### config.mk
export PLATFORM = sky130hd
export DESIGN_NAME = mmio_uart_tx
export DESIGN_NICKNAME = d
export VERILOG_FILES = /design/src/rtl/uart_tx_pkg.sv /design/src/rtl/sync_fifo.sv /design/src/rtl/mmio_uart_tx.sv
export SDC_FILE = /design/constraint.sdc
export NUM_CORES = 1
export LEC_CHECK = 0
export CAP_MARGIN = 20
export CELL_PAD_IN_SITES_DETAIL_PLACEMENT = 0
export CELL_PAD_IN_SITES_GLOBAL_PLACEMENT = 1
export CORE_MARGIN = 5
export CORE_UTILIZATION = 43
export DETAILED_ROUTE_END_ITERATION = 10
export PLACE_DENSITY = 0.82
export SYNTH_ARGS = -nofsm -noshare
export SYNTH_HDL_FRONTEND = slang
export SYNTH_SLANG_ARGS = --single-unit
### constraint.sdc
create_clock -name clk -period 6.6 [get_ports clk]
set_input_delay 1.98 -clock clk [delete_from_list [all_inputs] [get_ports clk]]
set_output_delay 1.98 -clock clk [all_outputs]
set_load 0.02 [all_outputs]
### src/rtl/uart_tx_pkg.sv
// Shared register map, STATUS bit positions and transmitter state encoding
// for the memory-mapped UART transmitter.
package uart_tx_pkg;

    localparam logic [3:0] UART_TXDATA = 4'h0;
    localparam logic [3:0] UART_STATUS = 4'h4;
    localparam logic [3:0] UART_CTRL   = 4'h8;

    localparam int unsigned STAT_FULL  = 0;
    localparam int unsigned STAT_EMPTY = 1;
    localparam int unsigned STAT_BUSY  = 2;
    localparam int unsigned STAT_OVF   = 3;

    typedef enum logic [1:0] {
        ST_IDLE  = 2'd0,
        ST_START = 2'd1,
        ST_DATA  = 2'd2,
        ST_STOP  = 2'd3
    } tx_state_e;

endpackage

### src/rtl/sync_fifo.sv
// Synchronous FIFO with power-of-two depth; a push while full is still
// accepted when a pop happens in the same cycle.
module sync_fifo #(
    parameter int unsigned WIDTH = 8,
    parameter int unsigned DEPTH = 4
) (
    input  logic                       clk_i,
    input  logic                       reset_i,
    input  logic                       push_i,
    input  logic [WIDTH-1:0]           wdata_i,
    input  logic                       pop_i,
    output logic [WIDTH-1:0]           rdata_o,
    output logic                       full_o,
    output logic                       empty_o,
    output logic [$clog2(DEPTH):0]     count_o
);

    localparam int unsigned AW = $clog2(DEPTH);

    logic [WIDTH-1:0] mem_q [DEPTH];
    logic [AW-1:0]    wr_ptr_q, wr_ptr_d;
    logic [AW-1:0]    rd_ptr_q, rd_ptr_d;
    logic [AW:0]      count_q, count_d;
    logic             push_ok, pop_ok;

    assign full_o  = (count_q == (AW+1)'(DEPTH));
    assign empty_o = (count_q == '0);
    assign count_o = count_q;
    assign rdata_o = mem_q[rd_ptr_q];

    assign pop_ok  = pop_i && !empty_o;
    assign push_ok = push_i && (!full_o || pop_ok);

    // Pointers are exactly AW bits wide, so plain increment wraps modulo DEPTH.
    always_comb begin
        wr_ptr_d = wr_ptr_q;
        rd_ptr_d = rd_ptr_q;
        count_d  = count_q;
        if (push_ok) wr_ptr_d = wr_ptr_q + 1'b1;
        if (pop_ok)  rd_ptr_d = rd_ptr_q + 1'b1;
        case ({push_ok, pop_ok})
            2'b10:   count_d = count_q + 1'b1;
            2'b01:   count_d = count_q - 1'b1;
            default: count_d = count_q;
        endcase
    end

    always_ff @(posedge clk_i) begin
        if (reset_i) begin
            wr_ptr_q <= '0;
            rd_ptr_q <= '0;
            count_q  <= '0;
        end else begin
            wr_ptr_q <= wr_ptr_d;
            rd_ptr_q <= rd_ptr_d;
            count_q  <= count_d;
        end
    end

    always_ff @(posedge clk_i) begin
        if (push_ok) mem_q[wr_ptr_q] <= wdata_i;
    end

endmodule

### src/rtl/mmio_uart_tx.sv
// MMIO UART transmitter: register decode, TX FIFO and 8N1 serialiser with a
// registered tx pin and registered empty interrupt.
module mmio_uart_tx
    import uart_tx_pkg::*;
#(
    parameter int unsigned CLKS_PER_BIT = 4,
    parameter int unsigned FIFO_DEPTH   = 4
) (
    input  logic        clk,
    input  logic        reset,
    input  logic        mmio_we,
    input  logic        mmio_re,
    input  logic [3:0]  mmio_addr,
    input  logic [31:0] mmio_wdata,
    output logic [31:0] mmio_rdata,
    output logic        tx,
    output logic        irq_empty
);

    localparam int unsigned CW     = $clog2(FIFO_DEPTH) + 1;
    localparam logic [15:0] RELOAD = 16'(CLKS_PER_BIT - 1);

    tx_state_e   state_q, state_d;
    logic [15:0] baud_q, baud_d;
    logic [2:0]  bit_q, bit_d;
    logic [7:0]  shift_q, shift_d;
    logic        tx_q, tx_d;
    logic        irq_q, irq_d;
    logic        ovf_q, ovf_d;

    logic          push_req, push_ok, pop;
    logic [7:0]    fifo_head;
    logic          fifo_full, fifo_empty;
    logic [CW-1:0] fifo_count, cnt_next;
    logic          unused_wdata;

    assign unused_wdata = ^mmio_wdata[31:8];
    assign push_req     = mmio_we && (mmio_addr == UART_TXDATA);
    assign push_ok      = push_req && (!fifo_full || pop);

    sync_fifo #(
        .WIDTH (8),
        .DEPTH (FIFO_DEPTH)
    ) u_fifo (
        .clk_i   (clk),
        .reset_i (reset),
        .push_i  (push_req),
        .wdata_i (mmio_wdata[7:0]),
        .pop_i   (pop),
        .rdata_o (fifo_head),
        .full_o  (fifo_full),
        .empty_o (fifo_empty),
        .count_o (fifo_count)
    );

    always_comb begin
        state_d = state_q;
        baud_d  = baud_q;
        bit_d   = bit_q;
        shift_d = shift_q;
        pop     = 1'b0;
        case (state_q)
            ST_IDLE: begin
                if (!fifo_empty) begin
                    pop     = 1'b1;
                    shift_d = fifo_head;
                    baud_d  = RELOAD;
                    bit_d   = '0;
                    state_d = ST_START;
                end
            end
            ST_START: begin
                if (baud_q == '0) begin
                    baud_d  = RELOAD;
                    bit_d   = '0;
                    state_d = ST_DATA;
                end else begin
                    baud_d = baud_q - 16'd1;
                end
            end
            ST_DATA: begin
                if (baud_q == '0) begin
                    baud_d = RELOAD;
                    if (bit_q == 3'd7) state_d = ST_STOP;
                    else               bit_d   = bit_q + 3'd1;
                end else begin
                    baud_d = baud_q - 16'd1;
                end
            end
            ST_STOP: begin
                if (baud_q == '0) state_d = ST_IDLE;
                else              baud_d  = baud_q - 16'd1;
            end
        endcase

        // tx and irq are registered, so they are derived from next-state values.
        case (state_d)
            ST_START: tx_d = 1'b0;
            ST_DATA:  tx_d = shift_d[bit_d];
            default:  tx_d = 1'b1;
        endcase

        cnt_next = fifo_count + {{(CW-1){1'b0}}, push_ok} - {{(CW-1){1'b0}}, pop};
        irq_d    = (cnt_next == '0) && (state_d == ST_IDLE);

        ovf_d = ovf_q;
        if (push_req && !push_ok)
            ovf_d = 1'b1;
        else if (mmio_we && (mmio_addr == UART_CTRL) && mmio_wdata[0])
            ovf_d = 1'b0;
    end

    always_ff @(posedge clk) begin
        if (reset) begin
            state_q <= ST_IDLE;
            baud_q  <= '0;
            bit_q   <= '0;
            shift_q <= '0;
            tx_q    <= 1'b1;
            irq_q   <= 1'b1;
            ovf_q   <= 1'b0;
        end else begin
            state_q <= state_d;
            baud_q  <= baud_d;
            bit_q   <= bit_d;
            shift_q <= shift_d;
            tx_q    <= tx_d;
            irq_q   <= irq_d;
            ovf_q   <= ovf_d;
        end
    end

    always_comb begin
        mmio_rdata = '0;
        if (mmio_re && (mmio_addr == UART_STATUS)) begin
            mmio_rdata[STAT_FULL]  = fifo_full;
            mmio_rdata[STAT_EMPTY] = fifo_empty;
            mmio_rdata[STAT_BUSY]  = (state_q != ST_IDLE);
            mmio_rdata[STAT_OVF]   = ovf_q;
        end
    end

    assign tx        = tx_q;
    assign irq_empty = irq_q;

endmodule

==> impl_metrics.json <==
{
  "cts_hold_buf": 0,
  "finalSetupTns_ps": 0,
  "placedCellCount": 437,
  "max_freq_mhz": 170.7,
  "drtIter0Drc": 85,
  "grt_pass1_vias": 2283,
  "final_common_cell": "nor2_1",
  "hpwl_um": 4368,
  "grt_antenna_before_repair": 0,
  "clock_skew_ps": 9.267,
  "cap_violations": 0,
  "switching_share_pct": 37.84,
  "diodes": 0,
  "clk_pin_slew_worst_paths_ps": 80,
  "finalCritPeriodShare_pct": 88.74,
  "worstSetupPathType": "input port to primary output",
  "pre_cts_slack_ps": 747.8,
  "slew_headroom_pct": 31.52,
  "postSynthCellCount": 321,
  "drc": 0,
  "row_count": 33,
  "wl_per_cell_um": 13.50,
  "vias_per_cell": 4.976,
  "start_util_pct": 43.91,
  "area_growth_pct": 11.01,
  "drtPass1Iterations": 4,
  "die_h_um": 101.4,
  "intPower_uw": 1145,
  "synth_edf_count": 32,
  "cts_resized": 0,
  "worstHoldPathType": "flip-flop to flip-flop",
  "grt_use_total_pct": 13.11,
  "grt_first_pass_wirelength_um": 10430,
  "post-cts-setup-buffers": 0,
  "p_per_area_mw_per_mm2": 462.4,
  "core_sq_mm": 0.008175,
  "power_frac_comb_pct": 45.4,
  "ant_nets": 0,
  "wl_um": 6116,
  "yosysUniqueCellTypes": 53,
  "async_flop_share_pct": 0,
  "worst_setup_path_end_kind": "primary output",
  "final.fill_count": 773,
  "io_buffers": 21,
  "die_w_um": 101.4,
  "grt_max_degree": 28,
  "ys.flop_type": "dfxtp_1",
  "stdcell_count": 453,
  "required_ps": 4620,
  "leakage_uw": 0.001442,
  "status": "complete, no violations",
  "ir_worst_vdd_mv": 0.1947,
  "yosys_warnings": 0,
  "cts.sinks": 73,
  "crit_arrival_ps": 3880,
  "slew_violations": 0,
  "clk-insertion-delay-late_ps": 340,
  "ys_ff_latch": 73,
  "final-setup-viol-count": 0,
  "seqPwrFrac_pct": 34.0,
  "rsz0062_at_grt": "false",
  "place_area_sq_mm": 0.003767,
  "p_clk_share_pct": 20.6,
  "start_kind": "input port",
  "drive_gt1_share_pct": 10.92,
  "final_area_sq_mm": 0.003985,
  "syn_area_per_cell_sq_um": 11.18,
  "power_switching_uw": 697.3,
  "multiInputGateArea_sq_mm": 0.001584,
  "tightest_slew_ps": 1024,
  "final_cell_mix": "nor2_1, dfxtp_1, edfxtp_1, conb_1, clkdlybuf4s50_1",
  "regArea_sq_mm": 0.001782,
  "clockBufferDepth": 2,
  "cts_tree": "built",
  "post-route-min-period_ps": 5857,
  "crit_fanout": 4,
  "gp_congestion": 0.7734,
  "overflow": 0,
  "fin_ws_ps": 742.9,
  "dieArea_sq_mm": 0.01028,
  "num_vias": 2254,
  "htreeDepth": 3,
  "ys_seq_area_share_pct": 49.63,
  "root_buffer": "clkbuf_8",
  "ios": 74,
  "hold_violations": 0,
  "nets": 399,
  "syn_area_sq_mm": 0.003590,
  "cts_buffers": 9
}
flip-flops by register name, summed over array words and instances, names as in the netlist, named ones only:
name / count
baud_q: 16
bit_q: 3
irq_empty: 1
ovf_q: 1
shift_q: 8
state_q: 2
tx: 1
u_fifo.count_o: 3
u_fifo.mem_q: 32
u_fifo.rd_ptr_q: 2
u_fifo.wr_ptr_q: 2
layout make-up:
class,count,area share [%]
inverters,14,1.319
clock inverters,6,2.261
repair buffers,22,5.463
flip-flops and latches,73,44.71
clock buffers,10,3.203
multi-input cells,223,39.75
well taps,105,3.297
routing by layer:
metal  vias to the layer above  track usage, %  routed length (um)
li1                       1122               -                   -
met2                        45           21.63                2977
met1                      1082           15.80                2768
met3                         5           3.857                 283
met5                         -               0                   0
met4                         0           6.033                  87
worst max-delay path, cell delays in order:
cell             delay [ps]
clkdlybuf4s50_1         430
or4_1                   610
nor4_1                  200
clkdlybuf4s50_1         650
power by group through the flow:
stage                     clock network [uW]  registers, uW  logic [uW]
after floorplan                            0            616         726
after global placement                     0            635         825
after detailed placement                   0            637         839
after CTS                                393            627         843
after global routing                     409            641         945
final                                    379            627         837
Yosys cell counts, types with 8 or more instances:
cell type	number	area share (%)
edfxtp_1	32	27
ha_1	14	4.9
mux2i_1	12	3.3
inv_1	14	1.5
buf_4	28	5.9
nor2_1	52	5.4
nand2_1	9	0.94
xnor2_1	9	2.2
a21oi_1	14	2.0
dfxtp_1	41	23
xor2_1	11	2.7
mux4_2	8	5.0
kinds of logic (layout without fill, tap and decap cells):
family | count (synthesis) | in the layout | synth area share [%]
adder cells (fa/ha/maj) | 16 | 16 | 5.995
AND/OR/NAND/NOR | 102 | 102 | 14.71
other | 1 | 28 | 0.1045
buffers and inverters | 52 | 52 | 9.062
flip-flops | 73 | 73 | 49.63
multiplexers | 21 | 21 | 8.679
XOR/XNOR | 20 | 20 | 4.880
AO/OA/AOI/OAI | 36 | 36 | 6.937
final timing paths:
| path | start | end | slack [ps] | cells after the start |
|---|---|---|---|---|
| hold reg to reg | shift_q[7] | shift_q[7] | 490 | 2 |
| setup reg to reg | baud_q[0] | tx | 3450 | 9 |
| setup / recovery | mmio_addr[1] | mmio_rdata[1] | 740 | 4 |
| hold / removal | shift_q[7] | shift_q[7] | 490 | 2 |
per-stage QoR:
step | utilization [%] | power [uW] | hold WS (ps)
2_1_floorplan | - | 1342 | 450.6
3_3_place_gp | 46.08 | 1460 | 466.8
3_5_place_dp | 46.08 | 1475 | 476.6
4_1_cts | 48.75 | 1864 | 496.6
5_1_grt | 48.75 | 1995 | 518.1
6_report | 48.75 | 1843 | 489.7
Note: power is estimated with default switching activity, not from simulation.
